### config.mk
export PLATFORM = sky130hd
export DESIGN_NAME = encrypt_function_1
export DESIGN_NICKNAME = d
export VERILOG_FILES = /design/src/rtl/encrypt_function_1.sv
export SDC_FILE = /design/constraint.sdc
export NUM_CORES = 1
export LEC_CHECK = 0
export ABC_AREA = 1
export BUFFER_PORTS_ARGS = -buffer_cell sky130_fd_sc_hd__buf_4
export CORE_MARGIN = 4
export CORE_UTILIZATION = 29
export CTS_BUF_LIST = sky130_fd_sc_hd__clkbuf_2 sky130_fd_sc_hd__clkbuf_4 sky130_fd_sc_hd__clkbuf_8
export DETAILED_ROUTE_END_ITERATION = 6
export SYNTH_ARGS = -nofsm -noshare
export SYNTH_HDL_FRONTEND = slang
export SYNTH_SLANG_ARGS = --single-unit
### constraint.sdc
create_clock -name Clk -period 1.96 [get_ports Clk]
set_clock_uncertainty 0.1 [all_clocks]
set_input_delay 0.392 -clock Clk [delete_from_list [all_inputs] [get_ports Clk]]
set_output_delay 0.392 -clock Clk [all_outputs]
set_load 0.01 [all_outputs]
### src/rtl/encrypt_function_1.sv
// encrypt_function_1: two-stage encryption pipeline.
// Each 60-bit plaintext word is added to a 60-bit key derived from an 11-bit
// Fibonacci LFSR. The result is packed into a 78-bit frame
// {y[60:0], rand[10:0], FUNC_ID[5:0]}.
// Optional feature macro: ENC_SEED_LOAD_EN adds the seed_load/seed_in ports,
// which reload the LFSR at run time.
module encrypt_function_1 #(
  parameter logic [10:0] SEED    = 11'h001,
  parameter logic [5:0]  FUNC_ID = 6'd1
) (
  input  logic        Clk,
  input  logic        Rst_n,
  input  logic        in_valid,
  input  logic [59:0] in_data,
  output logic        in_ready,
  output logic        out_valid,
  output logic [77:0] out_data,
  input  logic        out_ready,
  output logic [15:0] frame_cnt
`ifdef ENC_SEED_LOAD_EN
  ,
  input  logic        seed_load,
  input  logic [10:0] seed_in
`endif
);

  // An all-zero seed would lock the LFSR, so it is replaced by 1.
  localparam logic [10:0] SeedEff = (SEED == 11'd0) ? 11'h001 : SEED;

  // Key pattern: the random value and its complement tiled across 60 bits.
  function automatic logic [59:0] keyFromRand(input logic [10:0] r);
    return {r[4:0], ~r, r, ~r, ~r, r};
  endfunction

  logic [10:0] lfsr_q, lfsr_d;
  logic        s1Valid_q, s1Valid_d;
  logic [59:0] s1X_q, s1X_d;
  logic [10:0] s1Rand_q, s1Rand_d;
  logic        outValid_q, outValid_d;
  logic [77:0] outData_q, outData_d;
  logic [15:0] frameCnt_q, frameCnt_d;

  logic        s2En;
  logic        s1En;
  logic        accept;
  logic [60:0] sum;

  assign s2En      = ~outValid_q | out_ready;
  assign s1En      = ~s1Valid_q | s2En;
  assign accept    = in_valid & s1En;
  assign sum       = {1'b0, s1X_q} + {1'b0, keyFromRand(s1Rand_q)};

  assign in_ready  = s1En;
  assign out_valid = outValid_q;
  assign out_data  = outData_q;
  assign frame_cnt = frameCnt_q;

  // Next-state logic for the LFSR, both pipeline stages and the frame counter.
  always_comb begin
    lfsr_d     = lfsr_q;
    s1Valid_d  = s1Valid_q;
    s1X_d      = s1X_q;
    s1Rand_d   = s1Rand_q;
    outValid_d = outValid_q;
    outData_d  = outData_q;
    frameCnt_d = frameCnt_q;

    if (accept) begin
      lfsr_d = {lfsr_q[9:0], lfsr_q[10] ^ lfsr_q[8]};
    end
`ifdef ENC_SEED_LOAD_EN
    if (seed_load) begin
      lfsr_d = (seed_in == 11'd0) ? 11'h001 : seed_in;
    end
`endif

    if (s1En) begin
      s1Valid_d = in_valid;
      if (accept) begin
        s1X_d    = in_data;
        s1Rand_d = lfsr_q;
      end
    end

    if (s2En) begin
      outValid_d = s1Valid_q;
      if (s1Valid_q) begin
        outData_d = {sum, s1Rand_q, FUNC_ID};
      end
    end

    if (outValid_q && out_ready) begin
      frameCnt_d = frameCnt_q + 16'd1;
    end
  end

  // State registers; reset discards every in-flight word and restarts the key.
  always_ff @(posedge Clk or negedge Rst_n) begin
    if (!Rst_n) begin
      lfsr_q     <= SeedEff;
      s1Valid_q  <= 1'b0;
      s1X_q      <= '0;
      s1Rand_q   <= '0;
      outValid_q <= 1'b0;
      outData_q  <= '0;
      frameCnt_q <= '0;
    end else begin
      lfsr_q     <= lfsr_d;
      s1Valid_q  <= s1Valid_d;
      s1X_q      <= s1X_d;
      s1Rand_q   <= s1Rand_d;
      outValid_q <= outValid_d;
      outData_q  <= outData_d;
      frameCnt_q <= frameCnt_d;
    end
  end

endmodule

# Word-level counts from Yosys, hierarchy flattened
# Index checks and enable logic that the tools add are counted.
dict set report totals {
  regBits 173
  latch_bits 0
  ramBits 0
  mem_bits_ro 0
  inputBits 64
  output_inout_bits 96
  word_cells 19
  n_memories 0
}
dict set report classes {
  addsub 2
  n_mul 0
  n_div 0
  order_cmp 0
  n_eq_ne 0
  shift 0
  n_mux 0
  n_bitwise 7
  reduce_logical 3
}
# cell count
set ops {}
lappend ops {{$add 60x60->61} 1}
lappend ops {{$add 16x1->16 const B} 1}
lappend ops {{$not 11->11} 1}
lappend ops {{$reduce_and 2->1} 2}
lappend ops {{$not 1->1} 2}
lappend ops {{$or 1x1->1} 2}
lappend ops {{$and 1x1->1} 1}
lappend ops {{$logic_and 1x1->1} 1}
lappend ops {{$xor 1x1->1} 1}

# Logic depth before layout (Yosys ltp)
dict set report depth {
  depth_word 5
  mapped_depth 15
  depth_no_buf 15
}

# Worst setup path after synthesis
# OpenSTA, ideal clock, no wires.
dict set report synth_timing {
  path_kind {register to register}
  start {register s1Rand_q[0]}
  end {register outData_q[73] (netlist: out_data[73])}
  setup_ns 0.117
  t_arrival_ns 1.834
  required_ns 1.743
  setup_slack_ns -0.091
  path_stages_with_launch 13
  path_buffers 0
  synth_period_minus_slack_ns 2.051
  cell_sequence {dfrtp_1 > ha_1 > fa_1 > nand2_1 > nand3_1 > nand3_1 > nand2_1 > nand3_1 > nand3_1 > nand2_1 > nand3_1 > nand3_1 > nand2_1}
}
dict set report synth_between {
  elab_chain_len 2
}
# item line_no
set synth_lines {}
lappend synth_lines {{start: declaration} 38} ;# logic [10:0] s1Rand_q, s1Rand_d;
lappend synth_lines {{start signal: assignment} 111} ;# s1Rand_q <= s1Rand_d;
lappend synth_lines {{$not 11->11} 32} ;# return {r[4:0], ~r, r, ~r, ~r, r};
lappend synth_lines {{$add 60x60->61 *} 51} ;# assign sum = {1'b0, s1X_q} + {1'b0, keyFromRand(s1Rand_q)};
lappend synth_lines {{end signal: assignment} 113} ;# outData_q <= outData_d;
lappend synth_lines {{end: declaration} 40} ;# logic [77:0] outData_q, outData_d;
# Mark *: on every way between the ends. The rest lies on a longest branch, timed or not.
# A chain may end at the register's enable or synchronous reset.

# Final worst setup path
dict set report layout_timing {
  start {register s1Rand_q[0]}
  end {register outData_q[61] (netlist: out_data[61])}
}
# The elaborated chain is that of the path after synthesis.

==> flow_metrics.py <==
metrics = {
    "run_status": {
        "status": "finished with violations",
        "violations": "setup timing",
    },
    "finish": {
        "fin_cells": 2771,
        "antenna_cells": 0,
        "syn2layout_area_growth_pct": 64.43,
        "layout-drive-gt1-share_pct": 41.68,
        "nets": 2366,
        "nFillCells": 3766,
        "register_area_sq_um": 4089,
        "multiInputGateArea_sq_um": 8716,
        "fin_util_pct": 48.58,
        "finalInstanceArea_sq_um": 18910,
    },
    "worst_setup_path": {
        "max_stage_delay_ns": 0.44,
        "crit_chain": "buf_6, ha_4, fa_2, nand2_2, nand3_2, nand3_2, nand2_4, nand2_2, nand2_4, nand3_4, nand4_1, nand3_2, nand2_1",
        "slowest_stage": "dfrtp_1",
        "arrival_ns": 2.61,
        "crit_path_max_fanout": 4,
        "crit_top_cell": "nand3_2",
        "r2r-start": "s1Rand_q[0]",
        "critPathKind": "flip-flop to flip-flop",
        "startpoint": "s1Rand_q[0]",
        "critPathRequiredTime_ns": 2.25,
        "crit_path_start_kind": "flip-flop",
        "endpoint_kind": "flip-flop",
    },
    "route": {
        "post-route-drc-count": 0,
        "drt_iter0_drc": 952,
        "via_count": 13000,
        "wirelength_um": 47280,
        "ant_nets": 0,
        "vias_per_cell": 4.691,
        "first_pass_iters": 6,
        "wire_per_inst_um": 17.06,
    },
    "placement": {
        "gp_congestion": 1.051,
        "hpwl_um": 35830,
        "dpl_cell_area_sq_um": 14940,
        "portBuffers": 154,
        "placed_cells": 2646,
    },
    "sta": {
        "setup_ws_ns": -0.3525,
        "period_share_pct": 118.0,
        "whs_ns": 0.01558,
        "rsz0062_at_grt": "yes",
        "hold_violations": 0,
        "fin_crit_ns": 2.312,
        "finalSetupViolCount": 55,
        "clock.fmax_ghz": 0.4324,
        "finalMaxSlewViolations": 0,
    },
    "floorplanning": {
        "initial_core_util_pct": 29.55,
        "die_x_um": 207.1,
        "rows": 72,
        "num_io_pins": 160,
        "die_area_sq_um": 42900,
        "core_sq_um": 38920,
        "die-height_um": 207.1,
    },
    "synth": {
        "postSynthAreaPerCell_sq_um": 6.442,
        "yosysSeqAreaShare_pct": 35.48,
        "yosys.area.top_type_share_pct": 35.26,
        "yosysMostFrequentCell": "nand2_1",
        "synthTopCellsByCount": "nand2_1 (813), inv_1 (280), dfrtp_1 (162)",
        "ys_ff_latch": 163,
        "yosys-top-cells-area": "dfrtp_1 (35%), nand2_1 (27%), inv_1 (9.1%)",
        "ys.flop_type": "dfrtp_1",
        "yosysTopAreaCell": "dfrtp_1",
        "syn_area_sq_um": 11500,
        "syn_inst": 1785,
        "synthDistinctLibCells": 41,
        "yosys_warnings": 0,
        "synth_edf_count": 0,
        "async_reset_ff_share_pct": 100.0,
    },
    "grt": {
        "grt_max_degree": 79,
        "grt_pass1_wl_um": 72120,
        "grt_usage_pct": 21.27,
        "antenna_found_initial": 0,
        "grt_overflow": 0,
        "grt_pass1_vias": 12940,
    },
    "min_path": {
        "hold_class": "input port to flip-flop",
        "worstHoldStart": "in_data[48]",
    },
    "clock_network": {
        "root_buffer": "clkbuf_8",
        "tritoncts": "yes",
        "clk_latency_ns": 0.52,
        "cts.path.max_buffers": 2,
        "clkSinkCount": 163,
        "cts.htree.levels": 4,
        "clk_pin_slew_ns": 0.13,
        "cts_buffers": 17,
    },
    "power_and_ir_drop": {
        "powerDensity_nw_per_um2": 1452,
        "vdd_ir_drop_max_mv": 0.6540,
        "p_leak_uw": 0.009893,
    },
    "job": {
        "maxCapViolCount": 0,
    },
}
[timing repair]
action | CTS | global route
setup endpoints to repair | 58 | 57
hold buffers | 54 | 0
pin swaps | 102 | 75
resized for setup | 447 | 209
setup buffers | 32 | 10
endpoints found under the hold margin | 89 | 0
[per-layer routing]
layer  up-vias  GRT usage [%]  part of all wire [%]
met5         -              0                     0
met2       412          34.31                    46
li1       6351              -                     -
met4         0          6.749                   3.2
met3        84          3.177                   5.6
met1      6151          29.50                    46
[sequential cells by signal, summed over array words and instances (netlist names)]
register	count
frame_cnt	16
lfsr_q	1
out_data	73
out_valid	1
s1Rand_q	11
s1Valid_q	1
s1X_q	60
[layout by cell type, fill, tap and decap left out, drive strengths merged]
cell type / instances
nand2: 818
nor3: 12
a21oi: 50
clkinv: 7
dfrtp: 162
fa: 1
ha: 61
a21o: 1
buf: 413
a31oi: 1
dlygate4sd3: 54
clkbuf: 17
clkinvlp: 2
a21boi: 3
nor2: 121
xnor2: 33
inv: 294
o22ai: 1
and2: 5
a211oi: 1
or2: 3
o21ai: 58
xor2: 5
dfstp: 1
nand4: 14
conb: 5
o21bai: 9
nand3b: 11
nand3: 90
[layout make-up]
type / count / share of cell area (%)
clock buffers: 17 / 1.238
clock inverters: 15 / 0.9265
inverters: 288 / 5.870
multi-input cells: 1303 / 46.10
flip-flops and latches: 163 / 21.63
well taps: 518 / 3.428
repair buffers: 467 / 20.81
[critical path: cells and delay by family, from the launching register on]
family        cells  cell delay, ns
fa+ha+maj         2            0.58
buf+inv           1            0.16
flops             1            0.44
simple gates     10            0.91
[final timing paths]
| path | endpoint | slack [ns] | cells after the start |
|---|---|---|---|
| setup / recovery | out_data[61] | -0.35 | 13 |
| hold / removal | s1X_q[48] | 0.02 | 3 |
| setup reg to reg | out_data[61] | -0.35 | 13 |
| hold reg to reg | out_data[60] | 0.39 | 2 |
| max in group asynchronous | out_data[75] | 0.85 | 3 |
| min in group asynchronous | s1Rand_q[2] | 0.27 | 2 |
[report_power, final]
part	internal, uW	total, uW	switching, uW
combinational	8740	19400	10700
clock	978	2660	1680
sequential	4410	5370	963
total	14100	27400	13300
[cell families (layout without fill, tap and decap cells)]
kind of cell | after synthesis | count (layout) | synth area share [%]
AO/OA/AOI/OAI | 124 | 124 | 5.756
XOR/XNOR | 38 | 38 | 2.960
adder cells (fa/ha/maj) | 62 | 62 | 6.812
buffers and inverters | 323 | 787 | 10.84
flip-flops | 163 | 163 | 35.48
other | 1 | 5 | 0.03261
AND/OR/NAND/NOR | 1074 | 1074 | 38.12
[stage by stage]
stage                     TNS [ns]  total power [uW]  worst slack, ns
after floorplan           -0.01223             12200         -0.01223
after global placement      -26.13             19060          -0.6408
after detailed placement    -26.42             19190          -0.6478
after CTS                   -11.86             25650          -0.3185
after global routing        -18.22             29180          -0.4460
final                       -13.31             27450          -0.3525
(Power assumes the default switching activity.)
